===== config.mk =====
export PLATFORM = sky130hd
export DESIGN_NAME = slot_game_ctrl
export DESIGN_NICKNAME = d
export VERILOG_FILES = /design/src/rtl/slot_pkg.sv /design/src/rtl/payout_calc.sv /design/src/rtl/slot_game_ctrl.sv
export SDC_FILE = /design/constraint.sdc
export NUM_CORES = 1
export LEC_CHECK = 0
export BUFFER_PORTS_ARGS = -buffer_cell sky130_fd_sc_hd__buf_2
export CAP_MARGIN = 20
export CORE_MARGIN = 5
export CORE_UTILIZATION = 50
export CTS_CLUSTER_DIAMETER = 200
export DETAILED_ROUTE_END_ITERATION = 8
export MAX_ROUTING_LAYER = met4
export PLACE_DENSITY_LB_ADDON = 0.2
export SYNTH_ARGS = -nofsm -noshare
export SYNTH_HDL_FRONTEND = slang
export SYNTH_SLANG_ARGS = --single-unit

===== constraint.sdc =====
create_clock -name clk -period 10.2 [get_ports clk]
set_clock_uncertainty 0.2 [all_clocks]
set_input_delay 0.51 -clock clk [delete_from_list [all_inputs] [get_ports clk]]
set_output_delay 0.51 -clock clk [all_outputs]
set_load 0.1 [all_outputs]

===== src/rtl/slot_pkg.sv =====
// Shared definitions for the slot game controller: FSM encoding, payout
// multipliers, bet range and datapath widths.
package slot_pkg;

  localparam int CREDIT_W = 10;
  localparam int REEL_W   = 10;
  localparam int BET_W    = 2;

  localparam logic [BET_W-1:0] BET_MIN = 2'd1;
  localparam logic [BET_W-1:0] BET_MAX = 2'd3;

  localparam int unsigned PAY_TRIPLE = 10;
  localparam int unsigned PAY_DOUBLE = 2;

  typedef enum logic [1:0] {
    ST_IDLE = 2'd0,
    ST_SPIN = 2'd1,
    ST_EVAL = 2'd2,
    ST_PAY  = 2'd3
  } state_t;

  function automatic logic [BET_W-1:0] next_bet(input logic [BET_W-1:0] b);
    return (b >= BET_MAX) ? BET_MIN : b + 2'd1;
  endfunction

endpackage


===== src/rtl/payout_calc.sv =====
// Combinational payout decode: splits the reel value into decimal digits and
// classifies triple / pair / nothing, scaled by the round's bet.
module payout_calc
  import slot_pkg::*;
(
  input  logic [REEL_W-1:0]   reel_val,
  input  logic [BET_W-1:0]    bet,
  output logic [CREDIT_W-1:0] payout
);

  logic [3:0]        d2, d1, d0;
  logic [REEL_W-1:0] tens;
  logic              triple, pair;

  always_comb begin
    d0     = 4'(reel_val % 10);
    tens   = REEL_W'(reel_val / 10);
    d1     = 4'(tens % 10);
    d2     = 4'(tens / 10);
    triple = (d2 == d1) && (d1 == d0);
    pair   = !triple && ((d2 == d1) || (d1 == d0) || (d2 == d0));
    payout = '0;
    // Values above 999 are not valid three-digit results and never pay.
    if (reel_val <= 10'd999) begin
      if (triple)    payout = CREDIT_W'(PAY_TRIPLE * bet);
      else if (pair) payout = CREDIT_W'(PAY_DOUBLE * bet);
    end
  end

endmodule


===== src/rtl/slot_game_ctrl.sv =====
// Slot game round controller: credit/bet bookkeeping, spin handshake with the
// reel datapath, spin timeout with refund, and saturating payout credit.
module slot_game_ctrl
  import slot_pkg::*;
#(
  parameter int unsigned MAX_CREDIT   = 999,
  parameter int unsigned SPIN_TIMEOUT = 255
) (
  input  logic                clk,
  input  logic                rst,
  input  logic                coin,
  input  logic                bet_inc,
  input  logic                start,
  input  logic                reel_done,
  input  logic [REEL_W-1:0]   reel_val,
  output logic                spin_go,
  output logic                busy,
  output logic [CREDIT_W-1:0] credits,
  output logic [BET_W-1:0]    bet,
  output logic [CREDIT_W-1:0] payout,
  output logic                won,
  output logic                err_timeout
);

  localparam int TO_W  = $clog2(SPIN_TIMEOUT + 1);
  localparam int SUM_W = CREDIT_W + 2;

  state_t              state, state_next;
  logic [TO_W-1:0]     to_cnt;
  logic [REEL_W-1:0]   reel_q;
  logic [BET_W-1:0]    round_bet;
  logic [CREDIT_W-1:0] calc_payout;
  logic                spin_go_q;
  logic                accept, timeout, capture, paying;
  logic [SUM_W-1:0]    credit_sum;
  logic [CREDIT_W-1:0] credit_next;

  payout_calc u_payout (
    .reel_val (reel_q),
    .bet      (round_bet),
    .payout   (calc_payout)
  );

  always_ff @(posedge clk) begin
    if (!rst) state <= ST_IDLE;
    else      state <= state_next;
  end

  always_comb begin
    state_next = state;
    unique case (state)
      ST_IDLE: if (accept) state_next = ST_SPIN;
      ST_SPIN: begin
        if (capture)      state_next = ST_EVAL;
        else if (timeout) state_next = ST_IDLE;
      end
      ST_EVAL: state_next = ST_PAY;
      ST_PAY:  state_next = ST_IDLE;
      default: state_next = ST_IDLE;
    endcase
  end

  always_comb begin
    busy    = (state != ST_IDLE);
    accept  = (state == ST_IDLE) && start && (credits >= CREDIT_W'(bet));
    capture = (state == ST_SPIN) && reel_done;
    timeout = (state == ST_SPIN) && !reel_done && (to_cnt == TO_W'(SPIN_TIMEOUT - 1));
    paying  = (state == ST_PAY);
    // Gated so a pulse already in flight is suppressed while reset is held.
    spin_go = spin_go_q & rst;
  end

  // Coin, deduction, refund and payout all fold into one saturating update.
  always_comb begin
    credit_sum = SUM_W'(credits) + SUM_W'(coin);
    if (timeout) credit_sum = credit_sum + SUM_W'(round_bet);
    if (paying)  credit_sum = credit_sum + SUM_W'(payout);
    if (accept)  credit_sum = credit_sum - SUM_W'(bet);
    credit_next = (credit_sum > SUM_W'(MAX_CREDIT)) ? CREDIT_W'(MAX_CREDIT)
                                                    : credit_sum[CREDIT_W-1:0];
  end

  always_ff @(posedge clk) begin
    if (!rst) begin
      credits     <= '0;
      bet         <= BET_MIN;
      round_bet   <= BET_MIN;
      payout      <= '0;
      won         <= 1'b0;
      err_timeout <= 1'b0;
      spin_go_q   <= 1'b0;
      to_cnt      <= '0;
      reel_q      <= '0;
    end else begin
      credits   <= credit_next;
      spin_go_q <= accept;
      to_cnt    <= (state == ST_SPIN && state_next == ST_SPIN) ? to_cnt + 1'b1 : '0;
      if (state == ST_IDLE && bet_inc) bet <= next_bet(bet);
      if (accept) begin
        round_bet   <= bet;
        payout      <= '0;
        won         <= 1'b0;
        err_timeout <= 1'b0;
      end
      if (capture)           reel_q      <= reel_val;
      if (timeout)           err_timeout <= 1'b1;
      if (state == ST_EVAL)  payout      <= calc_payout;
      if (paying)            won         <= (payout != '0);
    end
  end

endmodule


# [Yosys cells after proc, flatten, opt, wreduce, memory -nomap -nowiden]
# Index checks and enable logic that the tools add are counted.
[word_totals] input_bits=16 output_inout_bits=26 elab_cells=74 register_bits=47
[op_classes] n_mux=17 eq_ne=8 multipliers=1 n_div=4 n_addsub=6 n_reduce_logical=21 bitwise=2 magnitude_cmp=4
[op_table] op="divider 10 x 4 -> 32 bit (second input constant)" n=2
[op_table] op="modulo 10 x 4 -> 32 bit (second input constant)" n=2
[op_table] op="two-way mux 10 bit" n=5
[op_table] op="two-way mux 12 bit" n=3
[op_table] op="adder 11 x 2 -> 12 bit" n=1
[op_table] op="adder 12 x 10 -> 12 bit" n=1
[op_table] op="== test 4 bit" n=3
[op_table] op="greater-than comparator 12 x 10 -> 1 bit (second input constant)" n=1
[op_table] op="subtractor 12 x 2 -> 12 bit" n=1
[op_table] op="adder 10 x 1 -> 11 bit" n=1
[op_table] op="greater-or-equal comparator 10 x 2 -> 1 bit" n=1
[op_table] op="<= comparator 10 bit (second input constant)" n=1
[op_table] op="nonzero test 10 bit" n=1
[op_table] op="logical AND 1 bit" n=9
[op_table] op="adder 8 x 1 -> 8 bit (second input constant)" n=1
[op_table] op="== test 8 bit (second input constant)" n=1
[op_table] op="two-way mux 2 bit" n=4
[op_table] op="case mux 2 bit (4 select lines)" n=1
[op_table] op="nonzero test 2 bit" n=4
[op_table] op="multiplier 3 x 2 -> 5 bit (first input constant)" n=1
[op_table] op="== test 2 x 1 -> 1 bit (second input constant)" n=2
[op_table] op="== test 2 bit (second input constant)" n=2
[op_table] op="two-way mux 1 bit" n=3
[op_table] op="two-way mux 3 bit" n=1
[op_table] op="other kinds (9)" n=11

# [Depth between registers and ports, before layout]
# Gate-level depths: netlist of run 1.
[logic_depth] word_depth=10 ltp_mapped=39 ltp_nobuf=34

# [Hierarchy]
# A second synthesis of run 1 with hierarchy kept.
[unflattened] hier_cells=812 area_unflattened_um2=6172.2
[by_module_without_submodules] module="slot_game_ctrl" n_inst=1 cells_per_inst=436 seq_area_each_um2=940.9 area_per_inst_um2=3549.7
[by_module_without_submodules] module="payout_calc" n_inst=1 cells_per_inst=376 seq_area_each_um2=0.0 area_per_inst_um2=2622.5

# [Worst setup path after synthesis of run 1]
# Ideal clock, no wire load.
[synth_path] path_kind="flip-flop to flip-flop" start="register reel_q[8]" end="register payout[2]" setup_slack_ns=3.192 path_buffers=3 setup_time_ns=0.121 t_required_ns=9.879 stages_incl_launch_ff=33 period_less_slack_ns=7.008 t_arrival_ns=6.688 path_cell_list="dfxtp_1 -> buf_2 -> nor2_1 -> inv_1 -> ha_1 -> nand3b_2 -> o22ai_1 -> a221o_2 -> o31a_4 -> o21a_1 -> a21oi_4 -> o221ai_1 -> or3_1 -> a41oi_2 -> o2bb2ai_2 -> o22a_1 -> buf_6 -> nor2_1 -> a21oi_1 -> ha_1 -> a31oi_1 -> mux2_4 -> a22oi_2 -> a2111o_1 -> or2_0 -> buf_2 -> xnor2_1 -> ha_1 -> xnor2_1 -> or3_1 -> a32o_1 -> o2111ai_1 -> nand2_1"
[synth_between] elab_chain_len=10 elab_cells_between_ends=17 cone_classes="div (4); order compare (1); eq/ne (3); mux (4); reduce/logical (5)"
[synth_rtl] element="from (decl)" line="slot_game_ctrl.sv:30" rtl="logic [REEL_W-1:0] reel_q;"
[synth_rtl] element="from (signal assigned)" line="slot_game_ctrl.sv:105" rtl="if (capture) reel_q <= reel_val;"
[synth_rtl] element="divider 10 x 4 -> 32 bit" line="payout_calc.sv:17" rtl="tens = REEL_W'(reel_val / 10);"
[synth_rtl] element="divider 10 x 4 -> 32 bit or modulo 10 x 4 -> 32 bit (tied branches)" line="payout_calc.sv:19, payout_calc.sv:18"
[synth_rtl] element="== test 4 bit" line="payout_calc.sv:20, payout_calc.sv:21"
[synth_rtl] element="logical AND 1 bit or logical OR 1 bit (tied branches)" line="payout_calc.sv:20, payout_calc.sv:21"
[synth_rtl] element="logical NOT 1 bit or logical OR 1 bit (tied branches)" line="payout_calc.sv:21" rtl="pair = !triple && ((d2 == d1) || (d1 == d0) || (d2 == d0));"
[synth_rtl] element="logical AND 1 bit" line="payout_calc.sv:21"
[synth_rtl] element="two-way mux 3 bit" line="payout_calc.sv:26" rtl="else if (pair) payout = CREDIT_W'(PAY_DOUBLE * bet);"
[synth_rtl] element="two-way mux 10 bit" line="payout_calc.sv:25" rtl="if (triple) payout = CREDIT_W'(PAY_TRIPLE * bet);"
[synth_rtl] element="two-way mux 10 bit (*)" line="payout_calc.sv:24" rtl="if (reel_val <= 10'd999) begin"
[synth_rtl] element="two-way mux 10 bit (*)" line="slot_game_ctrl.sv:107" rtl="if (state == ST_EVAL) payout <= calc_payout;"
[synth_rtl] element="to (signal assigned)" line="slot_game_ctrl.sv:107"
[synth_rtl] element="to (decl)" line="slot_game_ctrl.sv:20" rtl="output logic [CREDIT_W-1:0] payout,"
# Every way passes the cells marked *; elsewhere a longest branch is shown, timed or not.
# A chain may end at the register's enable or synchronous reset.

# [Worst setup path after layout of run 1]
[layout_path] start="register reel_q[7]" end="register payout[2]"
# Same word-level chain as after synthesis.

==> results by group, run 1 <==
Run status
  – Outcome: finished, final reports clean

STA
  – Period minus WS final: 8.696 ns
  – Worst setup margin: between 1.5 and 2 ns
  – RSZ-0062 raised after global routing: no
  – Max_slew headroom: a little under a third
  – Fin. Hold Viols: 0
  – Max Clock Freq: approximately 110 MHz
  – TNS Setup: 0 ns
  – Final period util: between 80% and 90%
  – Max-slew violations: 0
  – Final Setup Violations: 0
  – Worst Max-Slew Pin Slew: 1.046 ns

Floorplan
  – DIE AREA: 12410 um2
  – Core area: 10180 um2
  – Die Y: between 100 and 150 um
  – FP Rows: 37
  – # IOs: 42
  – Die W: ~110 um
  – Initial core utilization: around half

Place
  – Port Buffers: 35
  – Placer Congestion: roughly 1.0
  – DP Area: roughly 5300 um2
  – Post-Place Cells: about 850
  – Post-Place Worst Slack: roughly 1.7 ns
  – DP Wirelength: roughly 11000 um

Yosys
  – Flip-flop and latch count after synthesis: between 40 and 50
  – Post-Syn Area: 5141 um2
  – Asr flop ratio synth: 0%
  – YS warnings: 0
  – Register area share after synthesis: 15.96%
  – Mean Syn Cell Area: roughly 7 um2
  – Synth Instances: about 720
  – Main synth FF type: dfxtp_1
  – Synth cell types: 96
  – Number of enable flip-flop cells after synthesis: 0

Detailed routing
  – DRT iter0 DRCs: approximately 470
  – ANT nets after route: 0
  – Vias: approximately 5.3k
  – Via density: 6.156
  – Total iterations of the first detailed-routing run: 5
  – DRC: 0
  – Routed WL: between 10000 and 15000 um
  – Routed length per instance: roughly 16 um

Global route
  – Initial antenna violation count: 0
  – Global routing's busiest layer: met2
  – Number of global-route vias before repair: between 4k and 5k
  – GRT Total Usage: 22.09%
  – Global-route wire length before repair: about 23000 um
  – Met3 Usage GRT: between 2 and 3%
  – Largest net degree at the start of global routing: 28
  – Grt total ovfl: 0
  – GR met2 Demand/Resource: between 30% and 40%
  – Met1 global-route usage: approximately a third

Worst setup path
  – Critical path's slowest cell: dfxtp_1
  – Worst EP required: just over 10 ns
  – Crit-path max FO: 21
  – WP data arrival: a little under 9 ns
  – Endpoint class of the critical path: register
  – Startpoint Class: register
  – Slowest stage delay, CP: approximately 0.73 ns
  – Worst r2r src: reel_q[7]
  – R2R depth: 29
  – Worst r2r dst: payout[2]
  – FF-to-FF setup slack: roughly 1.5 ns
  – Crit path kind: reg2reg

Clock network
  – Htree depth: 2
  – Clock Pin Slew Worst Setup and Hold Paths: ~0.090 ns
  – Root Buffer: clkbuf_8
  – Clock sinks: 41
  – CTS buffer count: 5
  – Clock Latency Late Sink: 0.30 ns
  – Cts repair resizes: 0
  – CTS Hold Buffers Added: 0
  – Max Buffers Root-to-Sink: 2
  – Postcts setup bufs: 0
  – CTS tree: yes

Layout
  – Share of post-route cells with drive strength above 1: between 10% and 20%
  – Ant. Diodes: 0
  – Nets@finish: ~770
  – Non-filler cells, final: 860
  – Post-Layout Inst Area: between 5000 and 6000 um2
  – Layout Area Growth over Synthesis: 5.281%

Power and ir drop
  – Power Density: ~320 nW/um2
  – Clock power share: 6.6%
  – NetSw: 0.9770 mW
  – Sequential Power Share: between 10 and 15%
  – Pwr Total: about 1.7 mW
  – Internal: between 0.7 and 0.8 mW
  – Leak: roughly 2.1 nW
  – Combinational power share: around 80%
  – Sw frac: roughly 57%
  – VDD IR max: roughly 0.18 mV

Min path
  – Hold Crit Depth: 2
  – HP Start: rst
  – Type of the worst min-delay path: in2reg
  – Hold Path Sink: round_bet[0]

Run
  – Max Cap Viol: 0
## critical path, delay by kind of cell (launching register included)
kind,cells,cell delay (ns)
fa+ha+maj,3,1.03
flops,1,0.73
simple gates,7,1.76
xor+xnor,3,0.67
mux,1,0.20
compound gates,13,3.51
buf+inv,2,0.44
## worst max-delay path by stage
stage / slack, ns / end / from / depth (start not counted)
after floorplan: 3.19 / payout[2] / reel_q[8] / 32
after global placement: 2.09 / payout[2] / reel_q[7] / 29
after detailed placement: 1.73 / payout[2] / reel_q[7] / 29
after CTS: 1.68 / payout[2] / reel_q[7] / 29
after global routing: 0.97 / payout[2] / reel_q[7] / 29
final: 1.50 / payout[2] / reel_q[7] / 29
## area by class of cell
| cell class | instances | area (um2) |
|---|---|---|
| clock inverter | 3 | 25.02 |
| multi-input combinational | 596 | 3981 |
| tap | 136 | 170.2 |
| inverter | 43 | 163.9 |
| fill | 1013 | 4772 |
| sequential | 41 | 820.8 |
| timing repair buffer | 36 | 182.7 |
| clock buffer | 5 | 68.82 |
## cells in the final DEF, fill, tap and decap left out, types with 6 or more instances in the layout
| cell | netlist | layout |
|---|---|---|
| nor2b_1 | 7 | 7 |
| xnor2_1 | 43 | 43 |
| nand4_1 | 7 | 7 |
| nand2_1 | 55 | 55 |
| nor3_1 | 21 | 21 |
| mux2i_1 | 18 | 18 |
| buf_2 | 10 | 35 |
| a31oi_1 | 6 | 6 |
| nor2_1 | 94 | 94 |
| a211oi_1 | 6 | 6 |
| conb_1 | 1 | 6 |
| ha_1 | 24 | 24 |
| o21ai_1 | 8 | 8 |
| nand3b_1 | 7 | 7 |
| o22ai_1 | 10 | 10 |
| a21o_1 | 6 | 6 |
| dfxtp_1 | 41 | 41 |
| inv_1 | 39 | 39 |
| nand2b_1 | 13 | 13 |
| nand3_1 | 34 | 34 |
| o21ai_0 | 32 | 32 |
| or3_1 | 7 | 7 |
| a21oi_1 | 44 | 44 |
| xor2_1 | 19 | 19 |
| o211ai_1 | 13 | 13 |
## registers in the layout, summed over array words and instances (netlist names)
register	count
credits	10
reel_q	10
to_cnt	8
payout	4
bet	2
round_bet	2
state	2
err_timeout	1
spin_go_q	1
won	1
## Yosys cell counts, drive strengths merged (7+ instances only)
cell type / count / area, um2
nor3: 21 / 105.1
inv: 41 / 156.4
or3: 7 / 43.79
a211oi: 7 / 57.55
nand2: 56 / 217.7
o22ai: 11 / 75.07
nand3: 35 / 180.2
nor2b: 7 / 43.79
a21oi: 45 / 236.5
xor2: 19 / 166.4
nand2b: 13 / 81.33
o211ai: 13 / 97.59
ha: 24 / 300.3
nand4: 7 / 43.79
clkbuf: 22 / 82.58
xnor2: 43 / 376.6
nand3b: 8 / 63.81
buf: 20 / 117.6
dfxtp: 41 / 820.8
o21ai: 42 / 225.2
mux2i: 19 / 193.9
nor2: 96 / 365.3
## power groups by stage
stage | combinational, mW | clock (mW) | sequential (mW)
floorplan | 1.04 | 0 | 0.318
global placement | 1.32 | 0 | 0.239
detailed placement | 1.34 | 0 | 0.241
CTS | 1.35 | 0.117 | 0.237
global route | 1.49 | 0.121 | 0.245
finish | 1.36 | 0.113 | 0.238
## cell families after synthesis
kind of cell | after synthesis | share of synthesized area, %
AO/OA/AOI/OAI | 200 | 28.16
XOR/XNOR | 62 | 10.56
adder cells (fa/ha/maj) | 30 | 7.618
buffers and inverters | 85 | 7.082
flip-flops | 41 | 15.97
multiplexers | 23 | 4.794
other | 1 | 0.07294
AND/OR/NAND/NOR | 275 | 25.75
## routing by layer
metal | share of wire, % | wire length (um)
met2 | 44 | 6087
met1 | 48 | 6732
met3 | 5.7 | 793
met5 | 0 | 0
met4 | 2.0 | 283
## per-stage QoR
step	util, %	hold slack (ns)
after detailed placement	52.22	0.2521
after floorplan	-	0.2297
after global placement	52.22	0.2443
after CTS	53.14	0.2331
final	53.14	0.2360
after global routing	53.14	0.2432
Power figures use the tool's default switching activity.
==> run 2, diff against run 1 <==
- CORE_UTILIZATION: 50 -> 35
- SETUP_SLACK_MARGIN: unset -> 0.05
- SYNTH_HIERARCHICAL: unset -> 1
==> run 2 against run 1 <==
Worst hold slack improved by 0.0089 ns. Register-to-register slack better by 0.15 ns. Total power rose by 27%. Critical path depth increased by 7. Sequential power increased by 24%. Die area grew 64%. Clock power up 65%. Largest power group unchanged.
==> results by group, run 2 <==
Layout
  – Multi-input logic area: between 4000 and 5000 um2
  – Top Registers: credits: 10 flops, payout: 10 flops, reel_q: 10 flops
  – Most frequent cells in the layout: 76 x nor2_1, 63 x nand2_1, 61 x a21oi_1
  – Share of post-route cells with drive strength above 1: approximately 14%
  – Nets@finish: 870
  – Layout Area Growth over Synthesis: 7.014%
  – Register area: 940.9 um2
  – Ant. Diodes: 0
  – Filler cell count: ~1.9k
  – Commonest non-fill, non-tap cell in the layout: nor2_1
  – Final core utilization: 38.19%

Yosys
  – Synth top area share: between 15 and 20%
  – Asr flop ratio synth: 0%
  – Register area share after synthesis: 15.24%
  – Number of enable flip-flop cells after synthesis: 0
  – Synth Instances: a little over 800
  – Synth cell types: roughly 110
  – Post-Syn Area: around 6200 um2
  – Flip-flop and latch count after synthesis: 47
  – YS warnings: 6
  – Mean Syn Cell Area: between 7 and 8 um2
  – Commonest cells post-synth: 76 x nor2_1, 63 x nand2_1, 61 x a21oi_1, 47 x dfxtp_1, 31 x inv_1
  – Largest cells by area after synthesis: dfxtp_1 15%, ha_1 6.1%, a21oi_1 4.9%, nor2_1 4.6%, xnor2_1 4.3%
  – Main synth FF type: dfxtp_1
  – Most common cell in the netlist: nor2_1
  – Synth area leader: dfxtp_1

Detailed routing
  – ANT nets after route: 0
  – DRT iter0 DRCs: 356
  – Total iterations of the first detailed-routing run: 5
  – Via density: about 5.8
  – DRC: 0
  – Routed length per instance: around 16 um
  – Routed WL: between 15000 and 20000 um
  – Vias: between 6k and 7k

STA
  – Max-slew violations: 0
  – RSZ-0062 raised after global routing: no
  – TNS Setup: 0 ns
  – Max Clock Freq: 117.0 MHz
  – Final period util: a little over four fifths
  – Worst Max-Slew Pin Slew: 0.8063 ns
  – Final Setup Violations: 0
  – Period minus WS final: 8.548 ns
  – Fin. Hold Viols: 0
  – Worst setup margin: approximately 1.7 ns
  – Max_slew headroom: 46.09%

Clock network
  – Htree depth: 2
  – Clock Latency Late Sink: around 0.29 ns
  – CTS buffer count: 5
  – Cts repair resizes: 0
  – Max Buffers Root-to-Sink: 2
  – Clock sinks: between 40 and 50
  – CTS Hold Buffers Added: 0
  – Postcts setup bufs: 0
  – Clock Pin Slew Worst Setup and Hold Paths: about 0.07 ns
  – CTS tree: yes
  – Root Buffer: clkbuf_16

Worst setup path
  – Crit-path max FO: 19
  – WP data arrival: 8.51 ns
  – Crit path kind: reg2reg
  – Critical path's slowest cell: dfxtp_1
  – Endpoint class of the critical path: register
  – Startpoint Class: register
  – Worst EP required: slightly above 10 ns
  – Most used cell, CP: a21oi_1
  – WP buf/inv: 2
  – Crit-path leading delay family: compound AO/OA/AOI/OAI gates
  – Slowest stage delay, CP: a little over 0.7 ns

Power and ir drop
  – Leak: 2.727 nW
  – Power Density: between 300 and 400 nW/um2
  – VDD IR max: roughly 0.18 mV

Floorplan
  – Die Y: ~140 um
  – Core area: ~17000 um2
  – Initial core utilization: 35.68%
  – FP Rows: 48
  – DIE AREA: 20390 um2
  – Die W: ~140 um
  – # IOs: 42

Global route
  – Number of global-route vias before repair: between 5k and 6k
  – Grt total ovfl: 0
  – Initial antenna violation count: 0
  – Global-route wire length before repair: 27880 um
  – GRT Total Usage: between 15 and 20%
  – Largest net degree at the start of global routing: 36

Place
  – Port Buffers: 41
  – DP Wirelength: ~13000 um
  – Post-Place Worst Slack: between 1.5 and 2 ns
  – Placer Congestion: a little under 0.9

Run
  – Max Cap Viol: 0

Min path
  – Type of the worst min-delay path: in2reg

Run status
  – Outcome: finished, final reports clean
-- run 2: path summary, 6_finish.rpt --
check / startpoint / end / slack, ns / cells past startpoint
worst max-delay path: reel_q[8] / payout[1] / 1.65 / 36
worst min-delay path: reel_val[4] / reel_q[4] / 0.24 / 3
worst max register to register: reel_q[8] / payout[1] / 1.65 / 36
worst min register to register: err_timeout / err_timeout / 0.29 / 2
-- run 2: through the flow --
stage	total power, mW	cells	instance area (um2)	hold WS [ns]
3_3_place_gp	1.994	1039	6446	0.2749
6_report	2.175	1046	6605	0.2449
4_1_cts	2.169	1046	6605	0.2378
2_1_floorplan	1.709	817	6191	0.2532
5_1_grt	2.343	1046	6605	0.2679
3_5_place_dp	1.971	1039	6446	0.2845
-- run 2: tightest hold or removal path, stage by stage --
cell,delay [ns]
buf_2,0.07
mux2i_1,0.05
nor2_1,0.07
-- run 2: power by group --
group / total [mW] / switching, mW / internal, mW / leakage, nW
Combinational: 1.69 / 1.06 / 0.630 / 2.27
Sequential: 0.294 / 0.0788 / 0.215 / 0.382
Clock: 0.187 / 0.0725 / 0.115 / 0.0769
Total: 2.18 / 1.22 / 0.960 / 2.73
-- run 2: kinds of logic (layout without fill, tap and decap cells) --
kind of cell               count (synthesis)  after routing  synth area share [%]
DFF                                       47             47                 15.24
AOI/OAI and AO/OA                        248            248                 30.43
adders and majority gates                 34             34                 7.217
buffers and inverters                     84             88                 6.345
and+or+nand+nor                          320            320                 28.54
xor gates and xnor gates                  48             48                 7.156
muxes                                     30             30                 5.007
other                                      1              6               0.06076
-- run 2: area by class of cell --
cell class | instances | area share [%]
clock buffer | 6 | 1.951
clock inverter | 1 | 0.4546
inverter | 38 | 2.197
multi-input combinational | 686 | 73.56
sequential | 47 | 14.25
tap | 225 | 4.262
timing repair buffer | 43 | 3.334
-- run 2: metal layers --
metal | routed length [um] | GRT usage, %
met2 | 7669 | 26.04
met5 | 0 | -
met4 | 120 | 2.851
met3 | 769 | 2.076
met1 | 8280 | 23.47
==> run 3, diff against run 2 <==
- ABC_AREA: unset -> 1
- clock period: 10.2 -> 7.5 ns (I/O delays scaled with it)
==> run 3 against run 2 <==
Cell count is 25% higher. Critical path type unchanged. First-iteration DRC count is 25% lower. Sequential share of layout area is 1.4 points lower.
==> results by group, run 3 <==
Yosys
  – Register area share after synthesis: between 10% and 20%
  – Asr flop ratio synth: 0%
  – Synth cell types: between 50 and 60
  – Number of enable flip-flop cells after synthesis: 0
  – Flip-flop and latch count after synthesis: 47
  – Commonest cells post-synth: 254 x nand2_1, 153 x inv_1, 112 x nand3_1, 72 x nor2_1, 47 x dfxtp_1
  – YS warnings: 6
  – Synth Instances: ~1k
  – Post-Syn Area: a little over 6000 um2
  – Main synth FF type: dfxtp_1
  – Synth top area share: between 10% and 20%
  – Largest cells by area after synthesis: nand2_1 15%, dfxtp_1 15%, inv_1 9.3%, nand3_1 9.1%, ha_1 6.1%
  – Mean Syn Cell Area: between 6 and 7 um2
  – Most common cell in the netlist: nand2_1
  – Synth area leader: nand2_1

Clock network
  – CTS buffer count: 5
  – Htree depth: 2
  – CTS Hold Buffers Added: 0
  – Clock sinks: 47
  – Clock Latency Late Sink: 0.29 ns
  – Root Buffer: clkbuf_16
  – Clock Pin Slew Worst Setup and Hold Paths: roughly 0.070 ns
  – Max Buffers Root-to-Sink: 2
  – CTS tree: yes

STA
  – TNS Setup: 0 ns
  – Fin. Hold Viols: 0
  – Max_slew headroom: 49.84%
  – Max Clock Freq: between 100 and 150 MHz
  – Final period util: 93.34%
  – Worst Max-Slew Pin Slew: approximately 0.75 ns
  – Final Setup Violations: 0
  – Period minus WS final: 7.001 ns
  – Max-slew violations: 0

Layout
  – Share of post-route cells with drive strength above 1: 25.88%
  – Final core utilization: about 43%
  – Top Registers: credits: 10 flops, payout: 10 flops, reel_q: 10 flops
  – Nets@finish: around 1.1k
  – Layout Area Growth over Synthesis: 19.07%
  – Ant. Diodes: 0
  – Most frequent cells in the layout: 231 x nand2_1, 150 x inv_1, 106 x nand3_1
  – Commonest non-fill, non-tap cell in the layout: nand2_1
  – Post-Layout Inst Area: approximately 7400 um2

Worst setup path
  – Crit-path max FO: 8
  – WP data arrival: between 7 and 8 ns
  – Most used cell, CP: nor2_4
  – Startpoint Class: register
  – Endpoint class of the critical path: register
  – Critical path's slowest cell: dfxtp_4
  – Slowest stage delay, CP: 0.37 ns
  – CP startpoint: reel_q[8]
  – Worst EP required: 7.51 ns
  – Crit path kind: reg2reg
  – Worst r2r src: reel_q[8]

Global route
  – GRT Total Usage: 15.87%
  – Global-route wire length before repair: between 20000 and 30000 um
  – Number of global-route vias before repair: ~5.7k
  – Grt total ovfl: 0
  – Largest net degree at the start of global routing: 24
  – Initial antenna violation count: 0

Place
  – Port Buffers: ~40
  – DP Wirelength: approximately 13000 um
  – Placer Congestion: approximately 0.9
  – DP Area: ~6600 um2

Detailed routing
  – Routed length per instance: 12.42 um
  – Total iterations of the first detailed-routing run: 5
  – DRT iter0 DRCs: 267
  – ANT nets after route: 0
  – Vias: between 6k and 7k
  – Routed WL: about 16000 um
  – DRC: 0
  – Via density: 4.787

Floorplan
  – FP Rows: 48
  – Core area: 17300 um2
  – DIE AREA: around 20000 um2
  – Initial core utilization: a little over a third
  – Die W: 142.9 um
  – # IOs: 42
  – Die Y: 142.9 um

Run
  – Max Cap Viol: 0

Min path
  – HP Start: reel_val[5]
  – Type of the worst min-delay path: in2reg

Run status
  – Outcome: finished, final reports clean
[run 3: worst paths after layout]
check | to | slack (ns) | depth (start not counted)
setup / recovery | payout[4] | 0.50 | 51
hold / removal | reel_q[5] | 0.16 | 3
setup reg to reg | payout[4] | 0.50 | 51
hold reg to reg | reel_q[1] | 0.25 | 2
[run 3: layout make-up]
cell class              instances  area (um2)
fillers                      1859        9937
inverters                     168       638.1
multi-input cells             776        4848
flip-flops and latches         47       947.2
clock inverters                 2       17.52
repair buffers                 79       498.0
clock buffers                   6       128.9
well taps                     225       281.5
[run 3: cell families (layout without fill, tap and decap cells)]
kind of cell,count (synthesis),after routing,share of synthesized area (%)
and+or+nand+nor,610,613,51.84
buffers and inverters,192,255,13.02
AOI/OAI and AO/OA,100,100,9.251
DFF,47,47,15.22
adders and majority gates,33,33,7.045
xor gates and xnor gates,22,22,3.239
muxes,2,2,0.3239
other,1,6,0.06067
[run 3: timing repair]
action                     in CTS  in global routing
gates resized for setup         2                 90
setup endpoints to repair       4                  4
setup buffers                   0                 31
pin swaps                       0                 53
cloned                          0                  3
[run 3: through the flow]
stage | cells | setup slack, ns | hold slack [ns]
finish | 1303 | 0.4993 | 0.1629
global route | 1303 | -0.02644 | 0.1764
CTS | 1269 | 0.07311 | 0.1587
detailed placement | 1261 | 0.03980 | 0.2383
global placement | 1261 | 0.1788 | 0.2361
floorplan | 1012 | 0.8470 | 0.2237
[run 3: per-layer routing]
layer	track usage [%]	wire length (um)	vias up	share of wire, %
li1	-	-	3373	-
met5	-	0	-	0
met1	20.19	7537	2752	47
met2	27.15	7973	95	49
met4	3.702	255	0	1.6
met3	1.608	422	17	2.6
[run 3: critical path, delay by kind of cell (launching register included)]
family,cells,cell delay (ns)
buffers and inverters,2,0.21
AOI/OAI and AO/OA,2,0.37
adders and majority gates,1,0.22
DFF,1,0.37
and+or+nand+nor,46,5.50
Power of run 3 is left out: the tool's default activity adds up to more than one toggle a clock period on the data nets, which glitch-free logic cannot reach.
